===== config.mk =====
export PLATFORM = sky130hd
export DESIGN_NAME = uart_receiver
export DESIGN_NICKNAME = d
export VERILOG_FILES = /design/src/rtl/uart_receiver.sv
export SDC_FILE = /design/constraint.sdc
export NUM_CORES = 1
export LEC_CHECK = 0
export ABC_AREA = 1
export CORE_MARGIN = 4
export CORE_UTILIZATION = 62
export CTS_BUF_LIST = sky130_fd_sc_hd__clkbuf_4 sky130_fd_sc_hd__clkbuf_8
export DETAILED_ROUTE_END_ITERATION = 8
export PLACE_DENSITY = 0.87
export SLEW_MARGIN = 5
export SYNTH_ARGS = -nofsm -noshare
export SYNTH_HDL_FRONTEND = slang
export SYNTH_SLANG_ARGS = --single-unit

===== constraint.sdc =====
create_clock -name sys_clk -period 3.65 [get_ports sys_clk]
set_input_delay 0.73 -clock sys_clk [delete_from_list [all_inputs] [get_ports sys_clk]]
set_output_delay 0.73 -clock sys_clk [all_outputs]
set_load 0.01 [all_outputs]

===== src/rtl/uart_receiver.sv =====
// Purpose: 16x-oversampled UART receiver (1 start, DATA_BITS data LSB first, 1 stop) into a single holding register.
// Latency: rxd is 2-flop synchronized; data/data_valid/frame_err/overrun update on the edge that samples the stop bit.
// Backpressure: one-deep valid/ack holding register; a byte completing while unacknowledged overwrites it and pulses overrun.
//
// Ports:
//   sys_clk, rst             - system clock, asynchronous active-high reset
//   rx_clk_en                - one-cycle tick at 16x baud
//   rxd                      - asynchronous serial input, idle high
//   data, data_valid         - last received byte and its pending flag
//   data_ack                 - consumer takes the byte
//   frame_err, overrun       - one-cycle error pulses
module uart_receiver #(
    parameter int DATA_BITS = 8
) (
    input  logic                 sys_clk,
    input  logic                 rst,
    input  logic                 rx_clk_en,
    input  logic                 rxd,
    output logic [DATA_BITS-1:0] data,
    output logic                 data_valid,
    input  logic                 data_ack,
    output logic                 frame_err,
    output logic                 overrun
);

    localparam int BCW = (DATA_BITS > 1) ? $clog2(DATA_BITS) : 1;
    localparam logic [BCW-1:0] LAST_BIT = BCW'(DATA_BITS - 1);

    typedef enum logic [2:0] {
        ST_IDLE,
        ST_START,
        ST_DATA,
        ST_STOP,
        ST_WAIT_HIGH
    } state_t;

    state_t               state, state_nxt;
    logic                 rxd_m, rxd_s;
    logic [3:0]           tick_cnt, tick_cnt_nxt;
    logic [BCW-1:0]       bit_cnt, bit_cnt_nxt;
    logic [DATA_BITS-1:0] shreg, shreg_nxt;
    logic [DATA_BITS-1:0] data_nxt;
    logic                 data_valid_nxt, frame_err_nxt, overrun_nxt;

    // Line synchronizer; resets to the idle (high) level so reset release never looks like a start bit.
    always_ff @(posedge sys_clk or posedge rst) begin
        if (rst) begin
            rxd_m <= 1'b1;
            rxd_s <= 1'b1;
        end else begin
            rxd_m <= rxd;
            rxd_s <= rxd_m;
        end
    end

    always_ff @(posedge sys_clk or posedge rst) begin
        if (rst) begin
            state      <= ST_IDLE;
            tick_cnt   <= '0;
            bit_cnt    <= '0;
            shreg      <= '0;
            data       <= '0;
            data_valid <= 1'b0;
            frame_err  <= 1'b0;
            overrun    <= 1'b0;
        end else begin
            state      <= state_nxt;
            tick_cnt   <= tick_cnt_nxt;
            bit_cnt    <= bit_cnt_nxt;
            shreg      <= shreg_nxt;
            data       <= data_nxt;
            data_valid <= data_valid_nxt;
            frame_err  <= frame_err_nxt;
            overrun    <= overrun_nxt;
        end
    end

    always_comb begin
        state_nxt      = state;
        tick_cnt_nxt   = tick_cnt;
        bit_cnt_nxt    = bit_cnt;
        shreg_nxt      = shreg;
        data_nxt       = data;
        // An ack retires the pending byte; a byte completing this cycle overrides below.
        data_valid_nxt = data_valid & ~data_ack;
        frame_err_nxt  = 1'b0;
        overrun_nxt    = 1'b0;

        case (state)
            ST_IDLE: begin
                // Edge detection runs every cycle so the start is caught to within one sys_clk.
                if (!rxd_s) begin
                    state_nxt    = ST_START;
                    tick_cnt_nxt = '0;
                end
            end

            ST_START: begin
                if (rx_clk_en) begin
                    if (tick_cnt == 4'd7) begin
                        if (!rxd_s) begin
                            state_nxt    = ST_DATA;
                            tick_cnt_nxt = '0;
                            bit_cnt_nxt  = '0;
                        end else begin
                            // Line went back high before mid-bit: a glitch, not a frame.
                            state_nxt = ST_IDLE;
                        end
                    end else begin
                        tick_cnt_nxt = tick_cnt + 4'd1;
                    end
                end
            end

            ST_DATA: begin
                if (rx_clk_en) begin
                    if (tick_cnt == 4'd15) begin
                        // Right shift: the first (LSB) bit ends up in bit 0 after the last shift.
                        shreg_nxt    = {rxd_s, shreg[DATA_BITS-1:1]};
                        bit_cnt_nxt  = bit_cnt + 1'b1;
                        tick_cnt_nxt = '0;
                        if (bit_cnt == LAST_BIT) begin
                            state_nxt = ST_STOP;
                        end
                    end else begin
                        tick_cnt_nxt = tick_cnt + 4'd1;
                    end
                end
            end

            ST_STOP: begin
                if (rx_clk_en) begin
                    if (tick_cnt == 4'd15) begin
                        tick_cnt_nxt = '0;
                        if (rxd_s) begin
                            data_nxt       = shreg;
                            data_valid_nxt = 1'b1;
                            // Simultaneous ack frees the old byte, so that is not an overrun.
                            overrun_nxt    = data_valid & ~data_ack;
                            state_nxt      = ST_IDLE;
                        end else begin
                            frame_err_nxt = 1'b1;
                            state_nxt     = ST_WAIT_HIGH;
                        end
                    end else begin
                        tick_cnt_nxt = tick_cnt + 4'd1;
                    end
                end
            end

            ST_WAIT_HIGH: begin
                // Absorb a break: no new frame until the line has returned to idle.
                if (rxd_s) begin
                    state_nxt = ST_IDLE;
                end
            end

            default: begin
                state_nxt = ST_IDLE;
            end
        endcase
    end

endmodule


Yosys cells after proc, flatten, opt, wreduce, memory -nomap -nowiden

Cells that the tools add are included.
W data, S select, Z words.

Register bits after elaboration: 31
Bits in latches: 0
Memory bits (writable): 0
Bits in read-only memories: 0
Bits of input ports: 5
Output and inout port bits: 11
Word-level logic and storage cells: 77
Memories: 0

Add/subtract/negate cells: 2
Multipliers: 0
Divide/modulo/power cells: 0
Order comparisons: 0
Eq/ne operators: 18
Shifts and indexed selects: 0
Muxes and demuxes: 36
Bitwise gates (word level): 2
Reductions and logical operators: 9

Operator list:

| kind                  | number |
|---|---|
| $mux W3               | 15 |
| $mux W4               | 5 |
| $ne A2 B2 Y1 const B  | 10 |
| $pmux W3 S5           | 1 |
| $mux W1               | 12 |
| $pmux W4 S3           | 1 |
| $reduce_and A9 Y1     | 1 |
| $eq A3 B2 Y1 const B  | 2 |
| $eq A3 B3 Y1 const B  | 2 |
| $pmux W3 S2           | 1 |
| $reduce_and A3 Y1     | 2 |
| $reduce_and A6 Y1     | 1 |
| $add A4 B1 Y4 const B | 1 |
| $eq A4 B3 Y1 const B  | 1 |
| $eq A4 B4 Y1 const B  | 1 |
| $reduce_and A4 Y1     | 1 |
| $add A3 B1 Y3 const B | 1 |
| $eq A3 B1 Y1 const B  | 1 |
| $logic_not A3 Y1      | 1 |
| $reduce_bool A3 Y1    | 1 |
| $mux W2               | 1 |
| $ne A2 B1 Y1 const B  | 1 |
| $reduce_bool A2 Y1    | 1 |
| $reduce_or A2 Y1      | 1 |
| 2 further kinds       | 2 |

Logic depth before layout (Yosys ltp)

Gate-level depths: netlist of run 1.

Depth in word-level cells: 6
Mapped depth: 9
Mapped depth without buffers: 9

Worst setup path before layout of run 1

Ideal clock, no wire load.

Path type: input -> register
From: input rx_clk_en
To: register state[0]
Arrival time: 1.347 ns
Slack: 2.186 ns
Stages on the path: 7
Path buffers: 0
Cell sequence: inv_1 > nor2_8 > nor2_1 > nor2_2 > nand2_1 > nand2_1 > nand2_1

Word-level cells in the longest chain between the ends: 2
Elaborated cells on any way between the ends: 4

RTL lines:

| what                                 | RTL line | text |
|---|---|---|
| from (decl)                          | 17       | `input logic rx_clk_en,` |
| $ne A2 B2 Y1 (no source line)        | n/a      |  |
| $reduce_and A9 Y1 (no source line) * | n/a      |  |
| to (signal assigned)                 | 67       | `state <= state_nxt;` |
| to (decl)                            | 37       | `state_t state, state_nxt;` |

Every way passes the cells marked *; elsewhere a longest branch is shown, timed or not.
A chain may end at the register's enable or synchronous reset.

Worst setup path in the final report of run 1

From: register data[6]
To: output data[6]

RTL lines:

| what                   | RTL line | text |
|---|---|---|
| from (decl)            | 19       | `output logic [DATA_BITS-1:0] data,` |
| from (signal assigned) | 71       | `data <= data_nxt;` |

No word-level cell between the ends.

==> impl_metrics.yaml, run 1 <==
status:
  run_status: "completed"
global_routing:
  antenna_found_initial: 0
  grt_pass1_wl_mm: 5.82
  grt_max_degree: 32
  grt_pass1_vias: 1272
  grt_overflow: 0
  grtUsageTotal_pct: 23.0
power_and_ir_drop:
  p_leak_nw: 0.913
  p_sw_mw: 0.406
  powerDensity_mw_per_mm2: 546
  power_frac_seq_pct: 44.7
  power.share.clock_pct: 20.4
  combPwrFrac_pct: 35.0
  vdd_drop_max_v: 0.000405
  swShare_pct: 41.6
  power_mw: 0.976
  p_int_mw: 0.570
layout:
  fillerInstances: 160
  diodes: 0
  fin_nets: 208
  multi_input_area_um2: 674
  final_cell_area_mm2: 0.00179
  finish.utilization_pct: 77.9
  regArea_um2: 778
  syn2layout_area_growth_pct: 14.2
  layout-drive-gt1-share_pct: 19.9
logic_synthesis:
  syn-num-nets: 188
  synth-edff-count: 0
  synthFlopType: "dfrtp_1"
  synthTopCellsByArea: "dfrtp_1 46%, nand2_1 15%, o21ai_2 8.4%, inv_1 5.0%, nand3_1 4.8%"
  yosys.area_share.simple_pct: 30.1
  syn-cell-area_mm2: 0.00157
  synth_mux_area_share_pct: 0
  synth.most_common_cell: "nand2_1"
  ys_types: 24
  synth_common_cells: "61 x nand2_1, 29 x dfrtp_1, 21 x inv_1"
  synth_top_family_by_area: "simple AND/OR/NAND/NOR gates"
  synth_compound_area_share_pct: 9.98
  synth-xor-area-share_pct: 0.559
  ys_seq_area_share_pct: 49.7
  synth_top_area_share_pct: 46.3
  ys_ff_latch: 31
  ys_async_sr_fraction_pct: 100
  syn-instance-count: 180
  syn_area_per_cell_um2: 8.70
  yosys_warnings: 0
  yosys.area.top_type: "dfrtp_1"
  synth_adder_area_share_pct: 2.40
route:
  detail-route-antenna-nets: 0
  first_pass_iters: 4
  drcViolationCount: 0
  vias_per_cell: 5.41
  drt_iter0_drc: 107
  wl_mm: 3.07
  num_vias: 1240
  post_drt_wl_per_cell_um: 13.4
sta:
  fmax_mhz: 503
  rsz0062_at_grt: "no"
  fin_tns_setup_ps: 0
  slew-limit-headroom_pct: 75.4
  hold_viol_final: 0
  fin_skew_ps: 6.81
  setup_viol: 0
  tightest_slew_ps: 366
  hold_ws_ps: 364
  maxSlewViolCount: 0
  period_share_pct: 54.5
  fin_crit_ps: 1990
clock_tree:
  cts_tree: "built"
  worstSkewPairLatency_ps: 330
  clock-sinks: 31
  cts-root-buf: "clkbuf_4"
  numCtsBuffers: 5
  clk_pin_slew_worst_paths_ps: 110
  ctsResizeCount: 0
  ctsHoldBuffers: 0
  clk_path_buf_depth: 2
  htreeDepth: 2
  post-cts-setup-buffer-count: 0
worst_setup_path:
  crit_slowest_cell: "clkdlybuf4s50_1"
  slowest_delay_ps: 540
  critPathTopFamily: "buffers and inverters"
  critPathKind: "flip-flop to output pin"
  crit_path_end_kind: "output pin"
  critPathArrivalTime_ps: 1260
  crit_buf_inv: 1
  crit_fanout: 2
  worstPathRequired_ps: 2920
  cp-start-kind: "flip-flop"
  cp_cell_sequence: "clkdlybuf4s50_1"
floorplan:
  dieHeight_um: 58.3
  initial_core_util_pct: 68.2
  core-area_mm2: 0.00230
  rows: 17
  die_area_mm2: 0.00339
  io_pins: 16
  die_w_um: 58.3
flow_run:
  drv_cap: 0
place:
  dpl.hpwl_mm: 2.25
  port_buffers: 15
  placed_area_mm2: 0.00173
  gp_congestion: 0.946
min_path:
  min_path_type: "flip-flop to flip-flop"
[final cells by class]
type	instances	share of cell area, %
multi-input cells	123	37.7
inverters	23	4.83
flip-flops and latches	31	43.5
clock buffers	5	2.10
well taps	28	1.96
clock inverters	3	1.12
repair buffers	16	8.81
[flip-flops by register name (all words and copies together) (netlist names)]
signal	cells
bit_cnt	3
state	3
frame_err	1
data	8
tick_cnt	4
data_valid	1
rxd_m	1
rxd_s	1
shreg	8
overrun	1
[kinds of logic after synthesis]
group | count (synthesis)
simple gates | 99
flops | 31
buf+inv | 26
compound gates | 20
fa+ha+maj | 3
xor+xnor | 1
[per-stage QoR]
| step | setup WS, ps | std cells |
|---|---|---|
| global placement | 1600 | 221 |
| finish | 1660 | 229 |
| global route | 1590 | 229 |
| floorplan | 2190 | 180 |
| CTS | 1640 | 229 |
| detailed placement | 1530 | 221 |
[path summary, 6_finish.rpt]
kind | startpoint | end | slack, ps | cells after the start
worst max-delay path | data[6]$_DFFE_PP0P_ | data[6] | 1660 | 1
max in group asynchronous | rst | rxd_m$_DFF_PP1_ | 2570 | 3
worst max register to register | tick_cnt[1]$_DFFE_PP0P_ | state[0]$_DFFE_PP0P_ | 2010 | 8
worst min-delay path | rxd_m$_DFF_PP1_ | rxd_s$_DFF_PP1_ | 360 | 0
min in group asynchronous | rst | data[0]$_DFFE_PP0P_ | 770 | 3
worst min register to register | rxd_m$_DFF_PP1_ | rxd_s$_DFF_PP1_ | 360 | 0
[cells in the final DEF (no fill, tap or decap), drive strengths merged, types with 3 or more instances in the layout]
cell type	count
clkbuf	5
inv	23
dfrtp	29
o21ai	18
clkdlybuf4s50	15
nor2	16
nand2	64
ha	3
nand3	16
[per-layer routing]
metal	up-vias	track usage, %	part of all wire [%]
met4	0	10.9	2.8
li1	602	-	-
met5	-	0	0
met2	38	39.9	54
met1	591	26.6	39
met3	9	5.35	4.5
[power groups by stage]
stage | Combinational, mW | Sequential, mW | Clock [mW]
floorplan | 0.263 | 0.428 | 0
global placement | 0.305 | 0.439 | 0
detailed placement | 0.331 | 0.441 | 0
CTS | 0.338 | 0.435 | 0.204
global route | 0.397 | 0.444 | 0.225
finish | 0.341 | 0.436 | 0.199
(Power assumes the default switching activity.)
==> run 2: changes to the inputs <==
CORE_UTILIZATION = 58   (was 62)
PLACE_DENSITY = 0.82   (was 0.87)
clock period = 2 ns   (was 3.65 ns; I/O delays follow)
==> impl_metrics.yaml, run 2 (same netlist as run 1, synthesis figures left out) <==
power_and_ir_drop:
  combPwrFrac_pct: 34.1
  powerDensity_mw_per_mm2: 985
  power.share.clock_pct: 20.9
  power_mw: 1.77
  vdd_drop_max_v: 0.000890
  p_leak_nw: 0.922
  power_frac_seq_pct: 45.1
  p_int_mw: 1.06
  swShare_pct: 40.3
  p_sw_mw: 0.715
worst_setup_path:
  critPathKind: "flip-flop to output pin"
  critPathTopFamily: "buffers and inverters"
  critPathArrivalTime_ps: 1260
  crit_slowest_cell: "clkdlybuf4s50_1"
  worstSetupPathDepth: 1
  slowest_delay_ps: 540
  cp-start-kind: "flip-flop"
  worstPathRequired_ps: 1600
  cp_cell_sequence: "clkdlybuf4s50_1"
  crit_buf_inv: 1
  crit_fanout: 2
  ff2ff_path_depth: 8
  crit_path_end_kind: "output pin"
place:
  port_buffers: 15
  gp_congestion: 0.853
  dpl.hpwl_mm: 2.29
  place_inst: 224
  pre_cts_ws_ps: 219
  placed_area_mm2: 0.00174
route:
  wl_mm: 3.04
  drt_iter0_drc: 47
  vias_per_cell: 5.46
  num_vias: 1266
  first_pass_iters: 5
  detail-route-antenna-nets: 0
  drcViolationCount: 0
  post_drt_wl_per_cell_um: 13.1
sta:
  fin_ws_ps: 342
  fin_skew_ps: 11.1
  hold_viol_final: 0
  setup_viol: 0
  fmax_mhz: 603
  fin_tns_setup_ps: 0
  fin_crit_ps: 1660
  period_share_pct: 82.9
  slew-limit-headroom_pct: 74.2
  maxSlewViolCount: 0
  tightest_slew_ps: 386
  rsz0062_at_grt: "no"
clock_tree:
  cts-root-buf: "clkbuf_4"
  ctsHoldBuffers: 0
  worstSkewPairLatency_ps: 340
  clock-sinks: 31
  numCtsBuffers: 5
  clk_path_buf_depth: 2
  ctsResizeCount: 0
  clk_pin_slew_worst_paths_ps: 100
  cts_tree: "built"
  htreeDepth: 2
  post-cts-setup-buffer-count: 0
layout:
  final_common_cell: "nand2_1"
  final_cell_area_mm2: 0.00180
  layout-drive-gt1-share_pct: 20.3
  mostFrequentLayoutCells: "61 x nand2_1, 29 x dfrtp_1, 21 x inv_1"
  largestRegisters: "data: 8 flops, shreg: 8 flops, tick_cnt: 4 flops"
  fin_nets: 209
  diodes: 0
  syn2layout_area_growth_pct: 14.9
  final_cells: 232
floorplan:
  dieHeight_um: 60.0
  initial_core_util_pct: 62.1
  core-area_mm2: 0.00252
  io_pins: 16
  die_w_um: 60.0
  rows: 18
  die_area_mm2: 0.00360
global_routing:
  grt_overflow: 0
  grtUsageTotal_pct: 20.8
  grt_max_degree: 19
  antenna_found_initial: 0
  grt_pass1_wl_mm: 5.37
  grt_pass1_vias: 1273
flow_run:
  drv_cap: 0
status:
  run_status: "completed"
min_path:
  min_path_type: "input port to asynchronous set/reset pin"
run 2: layout make-up:
cell class / count / area [um2]
inverters: 23 / 86.3
multi-input cells: 123 / 674
repair buffers: 17 / 165
fillers: 202 / 723
well taps: 30 / 37.5
clock buffers: 6 / 45.0
flip-flops and latches: 31 / 778
clock inverters: 2 / 12.5
run 2: metal layers:
metal / track usage, % / routed length [um] / vias to the layer above
li1: - / - / 604
met1: 23.2 / 1170 / 607
met2: 33.8 / 1620 / 40
met3: 7.13 / 158 / 15
met4: 13.0 / 102 / 0
met5: 0 / 0 / -
run 2: through the flow:
| stage | utilization [%] | hold WS (ps) |
|---|---|---|
| after floorplan | - | 345 |
| after global placement | 69.0 | 346 |
| after detailed placement | 69.0 | 350 |
| after CTS | 71.3 | 321 |
| after global routing | 71.3 | 331 |
| final | 71.3 | 322 |
run 2: final timing paths:
path / startpoint / end / slack (ps)
max: data[0]$_DFFE_PP0P_ / data[0] / 340
min: rst / tick_cnt[3]$_DFFE_PP0P_ / 320
max reg2reg: tick_cnt[0]$_DFFE_PP0P_ / state[0]$_DFFE_PP0P_ / 420
min reg2reg: rxd_m$_DFF_PP1_ / rxd_s$_DFF_PP1_ / 360
max in group asynchronous: rst / rxd_m$_DFF_PP1_ / 1110
min in group sys_clk: rxd_m$_DFF_PP1_ / rxd_s$_DFF_PP1_ / 360
run 2: power by group through the flow:
stage | registers [mW] | logic, mW | clock network [mW]
finish | 0.799 | 0.604 | 0.370
global route | 0.807 | 0.690 | 0.421
CTS | 0.795 | 0.600 | 0.383
detailed placement | 0.809 | 0.596 | 0
global placement | 0.801 | 0.561 | 0
floorplan | 0.782 | 0.481 | 0
==> run 3: changes to the inputs <==
CORE_UTILIZATION = 52   (was 58)
PLACE_DENSITY = 0.78   (was 0.82)
clock period = 1.5 ns   (was 2 ns; I/O delays follow)
==> impl_metrics.yaml, run 3 (same netlist as run 1, synthesis figures left out) <==
worst_setup_path:
  reg2reg_slack_ps: 20
  critPathArrivalTime_ps: 1710
  crit_path_end_kind: "flip-flop"
  critPathKind: "flip-flop to flip-flop"
  worstPathRequired_ps: 1730
  cp-start-kind: "flip-flop"
  crit_fanout: 7
  ff2ff_path_depth: 7
  r2r-end: "bit_cnt[0]$_DFFE_PP0P_"
  worstReg2RegStart: "state[2]$_DFFE_PP0P_"
layout:
  layout-drive-gt1-share_pct: 25.7
  largestRegisters: "data: 8 flops, shreg: 8 flops, tick_cnt: 4 flops"
  fin_nets: 217
  mostFrequentLayoutCells: "60 x nand2_1, 29 x dfrtp_1, 21 x inv_1"
  fillerInstances: 234
  diodes: 0
  final_cells: 241
  syn2layout_area_growth_pct: 21.8
  final_common_cell: "nand2_1"
route:
  wl_mm: 3.28
  num_vias: 1288
  drt_iter0_drc: 144
  detail-route-antenna-nets: 0
  first_pass_iters: 4
  drcViolationCount: 0
  vias_per_cell: 5.34
  post_drt_wl_per_cell_um: 13.6
clock_tree:
  cts_tree: "built"
  clk_path_buf_depth: 2
  htreeDepth: 2
  cts-root-buf: "clkbuf_4"
  clock-sinks: 31
  worstSkewPairLatency_ps: 330
  ctsHoldBuffers: 0
  clk_pin_slew_worst_paths_ps: 100
  numCtsBuffers: 5
floorplan:
  initial_core_util_pct: 55.4
  rows: 19
  die_w_um: 62.9
  dieHeight_um: 62.9
  die_area_mm2: 0.00395
  core-area_mm2: 0.00283
  io_pins: 16
global_routing:
  grt_overflow: 0
  grtUsageTotal_pct: 17.7
  grt_pass1_wl_mm: 5.55
  grt_pass1_vias: 1299
  grt_max_degree: 25
  antenna_found_initial: 0
place:
  port_buffers: 15
  gp_congestion: 0.865
  dpl.hpwl_mm: 2.38
  pre_cts_ws_ps: -164
  place_inst: 229
min_path:
  min_path_type: "input port to asynchronous set/reset pin"
power_and_ir_drop:
  power.share.clock_pct: 24.8
  p_leak_nw: 1.03
  p_int_mw: 1.72
  p_sw_mw: 1.01
  combPwrFrac_pct: 36.2
  powerDensity_mw_per_mm2: 1430
  swShare_pct: 37.2
  vdd_drop_max_v: 0.000638
  power_frac_seq_pct: 39.0
sta:
  fin_skew_ps: 6.20
  period_share_pct: 98.7
  hold_viol_final: 0
  tightest_slew_ps: 330
  rsz0062_at_grt: "yes"
  setup_viol: 0
  fin_crit_ps: 1480
  fin_tns_setup_ps: 0
  fmax_mhz: 675
  fin_ws_ps: 19.1
  slew-limit-headroom_pct: 77.9
  maxSlewViolCount: 0
flow_run:
  drv_cap: 0
status:
  run_status: "completed"
==> run 3: changes by cell type in the layout (fill, tap and decap cells not counted), sizes merged <==
cell,previous run,this run
clkbuf,6,7
dlygate4sd2,0,11
clkinv,1,0
buf,2,10
bufinv,0,1
clkinvlp,1,0
clkdlybuf4s50,15,4
==> run 3: area by class of cell <==
type                       count  area [um2]  share of cell area [%]
sequential                    31         778                    40.8
multi-input combinational    123         698                    36.6
timing repair buffer          25         224                    11.7
inverter                      23        86.3                    4.52
clock buffer                   7        52.6                    2.75
tap                           31        38.8                    2.03
clock inverter                 1        30.0                    1.57
==> run 3: metrics by stage <==
| stage | hold WS [ps] | area [um2] | power (mW) | utilization [%] |
|---|---|---|---|---|
| 2_1_floorplan | 304 | 1570 | 1.68 | - |
| 3_3_place_gp | 347 | 1790 | 1.87 | 63.1 |
| 3_5_place_dp | 350 | 1790 | 1.93 | 63.1 |
| 4_1_cts | 209 | 1860 | 2.62 | 65.6 |
| 5_1_grt | 209 | 1910 | 2.93 | 67.4 |
| 6_report | 210 | 1910 | 2.73 | 67.4 |
==> run 3: how the worst max path moves through the flow <==
| stage | start | slack, ps | depth (start not counted) | endpoint |
|---|---|---|---|---|
| floorplan | tick_cnt[0]$_DFFE_PP0P_ | 120 | 8 | state[0]$_DFFE_PP0P_ |
| global placement | rx_clk_en | -110 | 6 | data[0]$_DFFE_PP0P_ |
| global route | tick_cnt[1]$_DFFE_PP0P_ | -70 | 8 | state[0]$_DFFE_PP0P_ |
| detailed placement | rx_clk_en | -160 | 6 | data[6]$_DFFE_PP0P_ |
| finish | state[2]$_DFFE_PP0P_ | 20 | 7 | bit_cnt[0]$_DFFE_PP0P_ |
| CTS | tick_cnt[0]$_DFFE_PP0P_ | 10 | 8 | bit_cnt[0]$_DFFE_PP0P_ |
==> run 3: what timing repair did <==
action	in CTS	in global routing
setup endpoints to repair	19	16
setup buffers	0	4
pin swaps	0	3
gates resized for setup	12	6
==> run 3: power groups by stage <==
| stage | combinational, mW | sequential, mW | clock [mW] |
|---|---|---|---|
| after floorplan | 0.641 | 1.04 | 0 |
| after global placement | 0.815 | 1.06 | 0 |
| after detailed placement | 0.863 | 1.07 | 0 |
| after CTS | 0.873 | 1.05 | 0.696 |
| after global routing | 1.11 | 1.08 | 0.737 |
| final | 0.989 | 1.06 | 0.676 |
==> run 3: metal layers <==
metal	share of wire, %	wire length [um]	vias up	GRT usage [%]
li1	-	-	619	-
met4	0.76	25	0	7.16
met1	40	1330	621	19.0
met3	4.3	140	6	5.40
met2	54	1790	42	32.0
met5	0	0	-	0
==> run 3: worst max-delay path, stage by stage (launching register included) <==
cell and delay (ps):
dfrtp_1 490, nor2_2 270, nand2_2 120, nor2_2 160, nor2_4 70, buf_4 130
nand3_1 60, nand2_1 70
==> RTL change 1, RTL diff (flow settings as in run 2) <==
Set the parameter `DATA_BITS` to 4 (it was 8).
--- a/src/rtl/uart_receiver.sv
+++ b/src/rtl/uart_receiver.sv
@@ -10,7 +10,7 @@
 //   data_ack                 - consumer takes the byte
 //   frame_err, overrun       - one-cycle error pulses
 module uart_receiver #(
-    parameter int DATA_BITS = 8
+    parameter int DATA_BITS = 4
 ) (
     input  logic                 sys_clk,
     input  logic                 rst,
Ports: changed (resized data); port bits go from 16 to 12. No check against the original RTL was run, so the function may have changed too.
==> RTL change 1 against run 2 <==
  * Critical path depth unchanged
  * Combinational power down 2%
  * Worst setup slack better by 0.048 ns
  * Sequential cell count down 9
  * Power down 19%
  * Core utilization down 2.9 points
  * Cell area down 26%
  * Fmax up 3.0%
  * Synthesized area down 25%
  * Largest cell class unchanged
  * Via count down 28%
  * Non-clock buffer count down 5
  * Sequential power down 22%
  * Routed wire length down 30%
==> RTL change 1: results (changes against run 2) <==
Drt
  – Initial DRT Pass Iterations: 4 (-1)
  – 1st-iter DRT viols: 19 (-60%)
  – Routed length per instance: 11.83 um (-9.8%)
  – Via/cell ratio: 5.101 (-6.5%)

Floorplanning
  – Cell Rows: 16 (-2)

Clocking
  – Post-CTS setup buffers: 0 (unchanged)
  – CTS Root Cell: clkbuf_4
  – Clock slew at reported path FFs: 0.11 ns
  – Post-CTS sizing: 0 (unchanged)
  – Num CTS Buffers: 3 (-2)
  – H-tree depth: 1 (-1)
  – Clk buf depth: 2 (unchanged)
  – Clock latency on the worst-skew pair: 0.31 ns (-0.03 ns)

STA
  – Actual slew at the worst max-slew pin: 0.4280 ns (+0.04182 ns)
  – Worst Skew: 0.007637 ns (-0.003452 ns)

Logic synthesis
  – Area contributors post-synth: dfrtp_1, nand2_1, nand3_1
  – Ys Warns: 0 (unchanged)
  – Syn nets: 146 (-22%)
  – Post-synth cell types: 21 (-13%)
  – Ys async rst share: 100.0% (unchanged)
  – Post-synthesis sequential area ratio: 47.07% (-2.6 points)
  – Most common flop cell mapped by yosys: dfrtp_1
  – Most frequent cells after synthesis: nand2_1, dfrtp_1, inv_1

Placed design
  – GPL Wtd Cong: 0.8723 (+2.3%)
  – Port Buffer Count: 11 (-4)
  – Dpl ws: 0.2994 ns (+0.08053 ns)
  – Post-DP HPWL: 1700 um (-26%)

Power
  – P_leak: 0.6325 nW (-31%)
  – Max IR drop VDD: 0.0005994 V (-33%)

Global routing
  – Global-route wire length before repair: 3739 um (-30%)
  – Initial antenna violation count: 0 (unchanged)
  – Vias in the first global route: 865 (-32%)
  – Largest net degree at the start of global routing: 15 (-4)
  – Overall Global Routing Usage: 18.44% (-2.4 points)

Finish
  – Layout cell share with drive strength beyond 1: 18.42% (-1.9 points)
  – Antenna Cells: 0 (unchanged)
  – Top flop regs: data x4, shreg x4, tick_cnt x4
  – Final nets: 160 (-23%)

Setup path
  – Crit Path Max Fanout: 2 (unchanged)
  – Max incr delay on CP: 0.54 ns (about the same)
  – Slowest CP cell: clkdlybuf4s50_1
  – Cell family with most CP delay: buffers and inverters

Outcome
  – Run status: finished clean

Min path
  – Worst Hold Class: in2async
[RTL change 1: changes by cell type after synthesis, moves of 3 or more]
cell and change:
o21ai_2 -15, nand2_2 +4, nor2_4 +3, dfrtp_1 -9, inv_1 -7, o21ai_1 +7, nand2_1 -20
[RTL change 1: final timing paths]
kind / cells after the start / end / from / slack, ns
worst max-delay path: 1 / data_valid / data_valid / 0.39
worst min-delay path: 2 / state[0] / rst / 0.34
worst max register to register: 9 / bit_cnt[1] / state[1] / 0.53
worst min register to register: 0 / rxd_s / rxd_m / 0.36
max in group asynchronous: 3 / shreg[0] / rst / 1.16
min in group sys_clk: 0 / rxd_s / rxd_m / 0.36
[RTL change 1: kinds of logic (layout without fill, tap and decap cells)]
| logic type | Yosys count | count (layout) | synth area share (%) |
|---|---|---|---|
| XOR/XNOR | 1 | 1 | 0.7456 |
| flip-flops | 22 | 22 | 47.07 |
| buffers and inverters | 18 | 31 | 7.348 |
| adder cells (fa/ha/maj) | 2 | 2 | 2.130 |
| AND/OR/NAND/NOR | 87 | 87 | 38.87 |
| AO/OA/AOI/OAI | 9 | 9 | 3.834 |
[RTL change 1: layout make-up]
class                   instances  area [um^2]
flip-flops and latches         22        553.0
well taps                      27        33.78
multi-input cells              99        535.5
clock buffers                   4        30.03
fillers                       163        613.1
inverters                      15        58.81
repair buffers                 12        117.6
[RTL change 1: power breakdown]
group / total [W] / switching [W] / internal, W
combinational: 0.000592 / 0.000385 / 0.000207
sequential: 0.000627 / 0.000111 / 0.000516
clock: 0.000218 / 0.000126 / 0.0000915
[RTL change 1: per-layer routing]
metal  vias to the layer above  part of all wire (%)  GRT usage, %  routed length (um)
li1                        463                     -             -                   -
met1                       421                    43         23.83                 904
met2                        26                    50         29.96                1056
met3                         3                   6.3         3.380                 133
met4                         0                   1.1         8.085                  24
met5                         -                     0             0                   0
[RTL change 1: through the flow]
step | instances | hold slack (ns) | cell area [um^2] | power, W | util [%]
after floorplan | 139 | 0.3452 | 1175 | 0.001123 | -
after global placement | 175 | 0.3465 | 1299 | 0.001196 | 66.88
after detailed placement | 175 | 0.3497 | 1299 | 0.001223 | 66.88
after CTS | 179 | 0.3570 | 1329 | 0.001438 | 68.43
after global routing | 179 | 0.3768 | 1329 | 0.001553 | 68.43
final | 179 | 0.3393 | 1329 | 0.001437 | 68.43
==> RTL change 2, RTL diff (settings of run 2) <==
Made on the original files. Take the reset off `shreg` and `data` and load them in a clocked block of their own.
--- a/src/rtl/uart_receiver.sv
+++ b/src/rtl/uart_receiver.sv
@@ -58,8 +58,6 @@
             state      <= ST_IDLE;
             tick_cnt   <= '0;
             bit_cnt    <= '0;
-            shreg      <= '0;
-            data       <= '0;
             data_valid <= 1'b0;
             frame_err  <= 1'b0;
             overrun    <= 1'b0;
@@ -67,12 +65,15 @@
             state      <= state_nxt;
             tick_cnt   <= tick_cnt_nxt;
             bit_cnt    <= bit_cnt_nxt;
-            shreg      <= shreg_nxt;
-            data       <= data_nxt;
             data_valid <= data_valid_nxt;
             frame_err  <= frame_err_nxt;
             overrun    <= overrun_nxt;
         end
+    end
+
+    always_ff @(posedge sys_clk) begin
+        shreg <= shreg_nxt;
+        data  <= data_nxt;
     end
 
     always_comb begin
Check against the original RTL: same outputs for any inputs over 10 cycles, from zero or initial values and one cycle with rst high; that may be too few to reach the edited logic, so the function may still have changed.
==> RTL change 2 against run 2 <==
  * Cell area fell by 11%
  * Routed wire length fell by 18%
  * Synthesized area fell by 14%
  * Worst setup slack got worse by 0.062 ns
  * Clock power rose by 36%
  * Die area fell by 13%
  * Power rose by 2.0%
  * Sequential cell count did not move
  * Critical path type is now reg2reg
  * Largest power group unchanged
  * Highest routed layer unchanged
==> RTL change 2: results (changes against run 2) <==
Finish
  – Layout filler cell count: 151 (-25%)
  – Non-clk invs: 12 (-48%)
  – Multi-input combinational area share: 26.29% (-11 points)
  – Fin cells: 178 (-23%)
  – Signal buf overhead: 9.828% (+0.65 points)
  – Clk cell area share: 5.382% (+2.2 points)
  – Sequential cell area share: 53.51% (+10 points)
  – Design Area, Final: 1604 um^2 (-11%)
  – Layout cell share with drive strength beyond 1: 17.33% (-3.0 points)
  – Multi-input gates: 83 (-33%)

Power
  – Clk pwr: 0.000502 W (+36%)
  – Max IR drop VDD: 0.0008136 V (-8.6%)
  – Comb pwr: 0.000485 W (-20%)
  – Switching share of power: 34.17% (-6.2 points)

Setup path
  – Slowest CP cell: dfrtp_1
  – Crit Path Max Fanout: 8 (+6)
  – Max incr delay on CP: 0.42 ns (-0.12 ns)
  – CP Data Arrival Time: 1.72 ns (+0.46 ns)

Logic synthesis
  – Syn_area_per_cell: 10.48 um^2 (+20%)
  – Post-Syn Area: 1341 um^2 (-14%)
  – Post-synthesis sequential area ratio: 63.99% (+14 points)
  – Most frequent cells after synthesis: nand2_1, nand3_1, edfxtp_1
  – Syn nets: 136 (-28%)
  – Post-synth cell types: 23 (-4.2%)
  – EDFF count, synth: 16 (+16)

Placed design
  – Dpl cells: 170 (-24%)
  – Placement Cell Area: 1518 um^2 (-13%)
  – Dpl ws: 0.09360 ns (-0.1253 ns)
  – GPL Wtd Cong: 0.8305 (-2.6%)

Global routing
  – Vias in the first global route: 864 (-32%)
  – Largest net degree at the start of global routing: 16 (-3)
  – Overall Global Routing Usage: 17.89% (-2.9 points)

Outcome
  – Run status: finished clean

Drt
  – Initial DRT Pass Iterations: 4 (-1)
  – Routed length per instance: 14.03 um (+6.9%)
  – 1st-iter DRT viols: 54 (+15%)
  – Via/cell ratio: 5.421 (-0.65%)

STA
  – Relative slew slack: 59.57% (-15 points)
[RTL change 2: final timing paths]
path	end	slack, ns	cells past startpoint
worst max-delay path	data[4]	0.28	5
worst min-delay path	rxd_s	0.37	0
worst max register to register	data[4]	0.28	5
worst min register to register	rxd_s	0.37	0
max in group asynchronous	tick_cnt[0]	1.16	2
min in group asynchronous	data_valid	0.45	2
[RTL change 2: cell families (layout without fill, tap and decap cells)]
logic type	count (synthesis)	count (layout)	synth area share, %
AO/OA/AOI/OAI	4	4	1.959
AND/OR/NAND/NOR	75	75	26.03
buffers and inverters	14	36	4.570
flip-flops	31	31	63.99
XOR/XNOR	1	1	0.6531
adder cells (fa/ha/maj)	3	3	2.799
[RTL change 2: routing by layer]
layer,GRT usage (%),up-vias,share of wire (%)
li1,-,464,-
met1,23.09,448,42
met2,29.05,45,50
met3,4.872,8,6.3
met4,6.102,0,2.0
met5,0,-,0
